`src/rtl/nic_pkg.sv`:
```
// Shared constants and CPU access decoding for the NIC slice.
// Optional build macro: NIC_POLARITY_CHECK_EN (see rtl/nic.sv).
package nic_pkg;

  localparam int DEFAULT_PACKET_WIDTH = 64;

  localparam logic [1:0] ADDR_IN_BUF   = 2'b00;
  localparam logic [1:0] ADDR_IN_STAT  = 2'b01;
  localparam logic [1:0] ADDR_OUT_BUF  = 2'b10;
  localparam logic [1:0] ADDR_OUT_STAT = 2'b11;

  // Virtual-channel bit position inside a packet (bit 0 is the MSB).
  localparam int VC_BIT = 0;

  typedef enum logic [1:0] {
    CPU_IDLE  = 2'b00,
    CPU_LOAD  = 2'b01,
    CPU_STORE = 2'b10
  } cpu_op_e;

  function automatic cpu_op_e decode_op(input logic en, input logic wr);
    if (!en)    return CPU_IDLE;
    else if (wr) return CPU_STORE;
    else        return CPU_LOAD;
  endfunction

endpackage

```
`src/rtl/nic_channel_buf.sv`:
```
// Single-entry channel buffer: one packet register plus its full flag.
// A write loads the packet and sets full; a clear drops full but keeps the data.
module nic_channel_buf #(
  parameter int WIDTH = 64
) (
  input  logic             clk,
  input  logic             reset,
  input  logic             wr_en,
  input  logic [0:WIDTH-1] wr_data,
  input  logic             clr,
  output logic [0:WIDTH-1] data,
  output logic             full
);

  // NOTE: state uses non-blocking assignments so every register samples
  // pre-edge values; the data register is reset too, since its contents
  // are observable (stale loads) and must be zero after reset.
  always_ff @(posedge clk or negedge reset) begin
    if (!reset) begin
      data <= '0;
      full <= 1'b0;
    end else if (wr_en) begin
      data <= wr_data;
      full <= 1'b1;
    end else if (clr) begin
      full <= 1'b0;
    end
  end

endmodule

```
`src/rtl/nic.sv`:
```
// NIC between a PE CPU port (2-bit memory map) and one mesh router PE port.
// Define NIC_POLARITY_CHECK_EN to gate injection on VC bit == net_polarity.
module nic
  import nic_pkg::*;
#(
  parameter int PACKET_WIDTH = DEFAULT_PACKET_WIDTH
) (
  input  logic                    clk,
  input  logic                    reset,
  input  logic [0:1]              addr,
  input  logic [0:PACKET_WIDTH-1] d_in,
  output logic [0:PACKET_WIDTH-1] d_out,
  input  logic                    nicEn,
  input  logic                    nicEnWR,
  input  logic                    net_si,
  output logic                    net_ri,
  input  logic [0:PACKET_WIDTH-1] net_di,
  output logic                    net_so,
  input  logic                    net_ro,
  output logic [0:PACKET_WIDTH-1] net_do,
  input  logic                    net_polarity
);

  cpu_op_e                 cpu_op;
  logic [0:PACKET_WIDTH-1] in_buf;
  logic [0:PACKET_WIDTH-1] out_buf;
  logic                    in_full;
  logic                    out_full;
  logic                    in_wr;
  logic                    in_clr;
  logic                    out_wr;

  assign cpu_op = decode_op(nicEn, nicEnWR);

  // Router -> CPU channel. A write can never coincide with a clear:
  // the router only writes when empty, the CPU load only matters when full.
  assign net_ri = ~in_full;
  assign in_wr  = net_si & net_ri;
  assign in_clr = (cpu_op == CPU_LOAD) && (addr == ADDR_IN_BUF);

  nic_channel_buf #(.WIDTH(PACKET_WIDTH)) u_in_buf (
    .clk     (clk),
    .reset   (reset),
    .wr_en   (in_wr),
    .wr_data (net_di),
    .clr     (in_clr),
    .data    (in_buf),
    .full    (in_full)
  );

  // CPU -> router channel. A store while full (including the edge on which
  // the packet leaves) is dropped; the CPU polls the status word instead.
  assign out_wr = (cpu_op == CPU_STORE) && (addr == ADDR_OUT_BUF) && !out_full;

`ifdef NIC_POLARITY_CHECK_EN
  assign net_so = out_full & net_ro & (out_buf[VC_BIT] == net_polarity);
`else
  logic unused_polarity;
  assign unused_polarity = net_polarity;
  assign net_so = out_full & net_ro;
`endif

  assign net_do = net_so ? out_buf : '0;

  nic_channel_buf #(.WIDTH(PACKET_WIDTH)) u_out_buf (
    .clk     (clk),
    .reset   (reset),
    .wr_en   (out_wr),
    .wr_data (d_in),
    .clr     (net_so),
    .data    (out_buf),
    .full    (out_full)
  );

  // Registered load data; loads of the store-only address leave it unchanged.
  always_ff @(posedge clk or negedge reset) begin
    if (!reset) begin
      d_out <= '0;
    end else if (cpu_op == CPU_LOAD) begin
      case (addr)
        ADDR_IN_BUF:   d_out <= in_buf;
        ADDR_IN_STAT:  d_out <= {{(PACKET_WIDTH-1){1'b0}}, in_full};
        ADDR_OUT_STAT: d_out <= {{(PACKET_WIDTH-1){1'b0}}, out_full};
        default:       d_out <= d_out;
      endcase
    end
  end

endmodule

```
`config.mk`:
```
export PLATFORM = sky130hd
export DESIGN_NAME = nic
export DESIGN_NICKNAME = d
export VERILOG_FILES = /design/src/rtl/nic_pkg.sv /design/src/rtl/nic_channel_buf.sv /design/src/rtl/nic.sv
export SDC_FILE = /design/constraint.sdc
export NUM_CORES = 1
export LEC_CHECK = 0
export BUFFER_PORTS_ARGS = -buffer_cell sky130_fd_sc_hd__buf_2
export CAP_MARGIN = 20
export CELL_PAD_IN_SITES_DETAIL_PLACEMENT = 0
export CELL_PAD_IN_SITES_GLOBAL_PLACEMENT = 2
export CORE_ASPECT_RATIO = 0.9
export CORE_MARGIN = 2
export CORE_UTILIZATION = 33
export DETAILED_ROUTE_END_ITERATION = 8
export PLACE_DENSITY = 0.8
export SYNTH_ARGS = -nofsm -noshare
export SYNTH_HDL_FRONTEND = slang
export SYNTH_SLANG_ARGS = --single-unit
```
`constraint.sdc`:
```
create_clock -name clk -period 1.9 [get_ports clk]
set_input_delay 0.475 -clock clk [delete_from_list [all_inputs] [get_ports clk]]
set_output_delay 0.475 -clock clk [all_outputs]
set_load 0.05 [all_outputs]
```
==> results of run 1 <==
cells in the final DEF (no fill, tap or decap), types with 2 or more instances in the layout:
| cell | count |
|---|---|
| inv_6 | 2 |
| inv_8 | 2 |
| buf_2 | 199 |
| dfrtp_1 | 193 |
| mux2_2 | 80 |
| clkbuf_16 | 18 |
| and3_4 | 21 |
| clkinvlp_4 | 2 |
| clkinv_8 | 6 |
| buf_12 | 16 |
| buf_4 | 14 |
| clkinv_4 | 2 |
| and3_1 | 43 |
| buf_8 | 7 |
| a22o_1 | 63 |
| clkbuf_8 | 2 |
| buf_6 | 58 |
| mux2_4 | 49 |
| inv_1 | 2 |
final cells by class:
type	instances	area share
clock buffers	18	0.0403
inverters	2	0.000689
well taps	302	0.0347
clock inverters	14	0.0156
repair buffers	298	0.207
multi-input cells	268	0.256
flip-flops and latches	194	0.446
metrics by stage:
| stage | setup slack, ns | utilization | TNS (ns) |
|---|---|---|---|
| 4_1_cts | -0.0981 | 0.460 | -2.93 |
| 3_5_place_dp | 0.113 | 0.416 | 0 |
| 2_1_floorplan | 0.0484 | - | 0 |
| 6_report | -0.0693 | 0.469 | -1.39 |
| 3_3_place_gp | 0.134 | 0.416 | 0 |
| 5_1_grt | -0.113 | 0.469 | -3.43 |
layer usage:
metal | part of all wire | vias up
met2 | 0.47 | 158
met1 | 0.45 | 2612
met5 | 0.00082 | -
met3 | 0.067 | 16
met4 | 0.012 | 2
li1 | - | 2399
power groups by stage:
stage / registers (mW) / logic [mW] / clock network (mW)
6_report: 6.13 / 4.00 / 3.61
5_1_grt: 6.30 / 4.26 / 3.94
4_1_cts: 6.13 / 4.01 / 3.74
3_5_place_dp: 6.20 / 3.94 / 0
3_3_place_gp: 6.15 / 3.88 / 0
2_1_floorplan: 7.07 / 1.92 / 0
sequential cells by signal, indices dropped and copies added (netlist names):
register / count
u_out_buf.data: 64
u_in_buf.full: 1
u_in_buf.data: 64
d_out: 64
u_out_buf.full: 1
path summary, 6_finish.rpt:
path	slack (ns)	cells past startpoint	startpoint	endpoint
worst max-delay path	-0.07	4	u_out_buf.full	net_do[46]
max in group asynchronous	0.80	3	reset	u_out_buf.data[29]
worst min register to register	0.48	1	u_in_buf.data[53]	d_out[53]
worst max register to register	0.19	6	u_out_buf.full	u_out_buf.data[29]
min in group asynchronous	0.53	2	reset	d_out[21]
worst min-delay path	0.26	2	net_di[23]	u_in_buf.data[23]
cells by family (layout without fill, tap and decap cells):
kind of cell,after synthesis,after routing,share of synthesized area
mux,130,130,0.212
flops,194,194,0.626
buf+inv,44,332,0.0302
compound gates,66,66,0.0734
simple gates,72,72,0.0584
worst reg2reg max path: cells and delay by family, from the launching register on:
kind | cells | cell delay [ns]
mux | 1 | 0.31
simple gates | 1 | 0.15
buf+inv | 4 | 0.69
flops | 1 | 0.45
timing repair:
| item | 4_1_cts | 5_1_grt |
|---|---|---|
| hold buffers | 1 | 0 |
| setup buffers | 0 | 1 |
| gates resized for setup | 125 | 34 |
| endpoints found under the setup margin | 65 | 65 |
| hold endpoints to repair | 34 | 0 |
| gates cloned | 1 | 2 |
==> impl_results.md, run 1 <==
* Status: finished, violations left
* Failing checks: setup timing
* Antenna viol nets, final at 0
* Met3 Use GR at 0.0534
* Longest Clk Path Bufs at 2
* Post-route setup slack at -0.0693 ns
* Leakage at 5.58 nW
* Final HPWL DP at 12,900 µm
* Worst Hold Class: in2reg
* Max VDD drop at 0.627 mV
* Largest net degree at the start of global routing at 65
* I/O Pins at 267
* Syn nets at 643
* Fin crit period at 1.97 ns
* Initial Util at 0.334
* Inserted Clock Buffers at 17
* Crit path kind: reg2out
* Post-synth top area share at 0.626
* Max cap viols at 0
* Slowest-stage cell, CP: dfrtp_2
* Clock Sinks at 194
* Clock share of power at 0.263
* Cell Pwr Density at 1260 nW/µm²
* Crit path DAT at 1.49 ns
* Largest area contributor in the netlist: dfrtp_1
* DP Area at 9650 µm²
* H-tree depth at 4
* Die W at 166 µm
* Vias post-DR at 5,187
* Fin nets at 918
* Min Hold Slack at 0.264 ns
* Root Driver: clkbuf_16
* Synthesis Warnings at 0
* Setup Skew at 0.0126 ns
* Die height at 149 µm
* Worst path top cell family by delay: buffers and inverters
* RSZ-0062 raised after global routing: yes
* Clk_lat worst skew at 0.43 ns
* Flip-flop and latch area at 4860 µm²
* Crit Path Max Fanout at 7
* Most frequent cell after synthesis: dfrtp_1
* Final wirelength at 19,500 µm
* Layout filler cell count at 2,097
* Crit path buf inv count at 3
* Initial antenna violation count at 1
* Placed Cells at 1,059
* P&R area growth vs syn at 40.4%
* CTS tree: yes
* Most frequent cells after synthesis: dfrtp_1 (194), mux2_2 (80), and3_1 (64)
* Detailed Routing Iterations Pass 1 at 4
* CP Launch Type: flip-flop
* Met1 GRT Util at 0.209
* Row Count at 53
* Final Cycle Share at 1.04
* Critical Path RT at 1.42 ns
* Via-to-Cell Ratio at 4.73
* Core area at 23,200 µm²
* Final hold vios at 0
* Drt drc at 0
* First-pass GRT wire length at 30,500 µm
* Asr flop ratio synth at 1.00
* DR iter-0 viols at 276
* DR WL/cell at 17.8 µm
* Die Area at 24,800 µm²
* Yosys cell types at 22
* Grt ovf at 0
* Sequential power share at 0.446
* Cell area after synthesis at 7760 µm²
* Critical path endpoint category: output port
* Psw at 4.63 mW
* Non-Filler Instances at 1,096
* Total power at 13.7 mW
* Routing layer with the top usage in global route: met2
* CTS clk-pin slew, worst paths at 0.08 ns
* Multi-input gate area at 2790 µm²
* Met2 usage at 0.242
* Fmax at 0.508 GHz
* Gpl congestion at 0.751
* Total track usage at 0.156
* Final setup fails at 28
* Int Power at 9.11 mW
* Register area share after synthesis at 0.626
* Ys flop type: dfrtp_1
* Vias in the first global route at 5,349
* Pins Over Slew Limit at 0
* Crit path cell chain: buf_12, clkbuf_16, and3_1, buf_6
* IO buf count at 265
* Yosys reg bits at 194
* Layout cells sized above 1 at 0.608
* Avg Cell Area, Syn at 15.3 µm²
* Sw frac at 0.337
* Post-Synthesis Cells at 506
* Slew HR at 0.730
* Combinational power share at 0.291
* Area contributors post-synth: dfrtp_1 (63%), mux2_2 (12%), mux2_4 (9.5%)
* Post-route cell area at 10,900 µm²
* Largest stage delay on the critical path at 0.45 ns
* N_diodes at 0
* EDFF count, synth at 0
* Worst slew pin tran at 0.404 ns
(Power assumes the default switching activity.)
==> run 2: changes to the inputs <==
clock period = 2.2 ns   (was 1.9 ns; I/O delays follow)
==> impl_results.md, run 2 (synthesis results as in run 1) <==
* Int Power at 7.83 mW (-14%)
* Post-route setup slack at 0.0892 ns (+0.159 ns)
* Longest Clk Path Bufs at 2 (unchanged)
* Fin crit period at 2.11 ns
* Drt drc at 0 (unchanged)
* Detailed Routing Iterations Pass 1 at 4 (unchanged)
* Crit path kind: reg2out
* Layout filler cell count at 2,183 (+4.1%)
* Initial Util at 0.334 (unchanged)
* Leakage at 5.44 nW (-2.4%)
* Pre-CTS WS at 0.254 ns (+0.142 ns)
* Setup Skew at 0.00956 ns (-0.00300 ns)
* Final Cycle Share at 0.959
* Post-CTS Hold Buffers at 0 (-1)
* Die W at 166 µm (unchanged)
* Sequential power share at 0.450 (+0.004)
* Row Count at 53 (unchanged)
* Final HPWL DP at 12,200 µm (-5.7%)
* Core area at 23,200 µm² (unchanged)
* Clk_lat worst skew at 0.42 ns (about the same)
* RSZ-0062 raised after global routing: no
* CTS tree: yes
* Critical Path RT at 1.65 ns (+0.23 ns)
* Inserted Clock Buffers at 17 (unchanged)
* Root Driver: clkbuf_16
* Final hold vios at 0 (unchanged)
* CP Launch Type: flip-flop
* Max VDD drop at 0.587 mV (-6.4%)
* CTS resizes at 0 (-100%)
* Die height at 149 µm (unchanged)
* Crit Path Max Fanout at 67 (+60)
* Combinational power share at 0.280 (-0.011)
* Setup bufs post-CTS at 0 (unchanged)
* Crit path DAT at 1.56 ns (+0.07 ns)
* Vias post-DR at 5,065 (-2.4%)
* First-pass GRT wire length at 29,500 µm (-3.4%)
* Status: finished clean
* Pins Over Slew Limit at 0 (unchanged)
* Most frequent cells in the layout: buf_2 (264), dfrtp_1 (194), mux2_2 (80), and3_1 (64), a22o_1 (63)
* Post-route cell area at 10,100 µm² (-7.4%)
* DR iter-0 viols at 232 (-16%)
* P&R area growth vs syn at 30.1%
* Worst Hold Class: in2async
* Grt ovf at 0 (unchanged)
* Cell Pwr Density at 1160 nW/µm² (-7.8%)
* Die Area at 24,800 µm² (unchanged)
* Final setup fails at 0 (-100%)
* Total power at 11.7 mW (-15%)
* Critical path endpoint category: output port
* Most common cell after layout, fill and taps aside: buf_2
* Largest net degree at the start of global routing at 68 (+4.6%)
* Antenna viol nets, final at 0 (unchanged)
* DP Area at 9480 µm² (-1.8%)
* Sw frac at 0.333 (-0.00435)
* H-tree depth at 4 (unchanged)
* Via-to-Cell Ratio at 4.69 (-0.81%)
* Worst slew pin tran at 0.531 ns (+0.127 ns)
* Fmax at 0.474 GHz
* Clock share of power at 0.270 (+0.007)
* Initial antenna violation count at 2 (+1)
* I/O Pins at 267 (unchanged)
* IO buf count at 265 (unchanged)
* DR WL/cell at 17.4 µm (-2.4%)
* Clock Sinks at 194 (unchanged)
* Final wirelength at 18,700 µm (-3.9%)
* Psw at 3.91 mW (-16%)
* Top flop regs: d_out: 64 flops, u_in_buf.data: 64 flops, u_out_buf.data: 64 flops
* Slew HR at 0.646 (-0.0837)
* CTS clk-pin slew, worst paths at 0.08 ns (about the same)
* Gpl congestion at 0.755 (+0.57%)
* Max cap viols at 0 (unchanged)
* Total negative slack at 0 ns (+1.39 ns)
* Layout cells sized above 1 at 0.572 (-0.0361)
* Total track usage at 0.150 (-0.00616)
* Vias in the first global route at 5,296 (-0.99%)
* Fin nets at 900 (-2.0%)
run 2: worst paths after layout:
| path | from | end | slack, ns | cells past startpoint |
|---|---|---|---|---|
| worst max-delay path | u_out_buf.full | net_do[5] | 0.09 | 3 |
| worst max register to register | u_out_buf.full | u_out_buf.data[49] | 0.45 | 5 |
| max in group asynchronous | reset | u_in_buf.data[31] | 1.48 | 2 |
| worst min-delay path | reset | d_out[21] | 0.11 | 1 |
| min in group clk | d_in[9] | u_out_buf.data[9] | 0.35 | 2 |
| worst min register to register | u_in_buf.data[41] | d_out[41] | 0.48 | 1 |
run 2: worst max-delay path: stages (launching register included):
cell and delay, ns:
dfrtp_1 0.37, buf_12 0.25, and3_1 0.22, buf_2 0.27
run 2: routing by layer:
layer  up-vias  global-route usage  part of all wire
met5         -                   0           0.00069
met4         2              0.0457             0.015
met3        18              0.0547             0.069
met2       150               0.227              0.46
met1      2546               0.202              0.46
li1       2349                   -                 -
run 2: area by class of cell:
cell class	count	area, µm²	area share
sequential	194	4850	0.481
clock inverter	14	169	0.0167
timing repair buffer	280	1560	0.155
antenna	1	2.50	0.000248
multi-input combinational	268	2680	0.266
tap	302	378	0.0374
clock buffer	18	439	0.0435
inverter	2	7.51	0.000744
run 2: power groups by stage:
stage | combinational (mW) | sequential [mW] | clock, mW
floorplan | 1.66 | 6.10 | 0
global placement | 3.27 | 5.31 | 0
detailed placement | 3.33 | 5.35 | 0
CTS | 3.34 | 5.28 | 3.28
global route | 3.51 | 5.43 | 3.43
finish | 3.29 | 5.28 | 3.17
run 2: per-stage QoR:
stage	std cells	util	hold WS (ns)
5_1_grt	1079	0.435	0.118
4_1_cts	1078	0.435	0.113
3_5_place_dp	1046	0.409	0.474
6_report	1079	0.435	0.106
2_1_floorplan	506	-	0.254
3_3_place_gp	1046	0.409	0.467
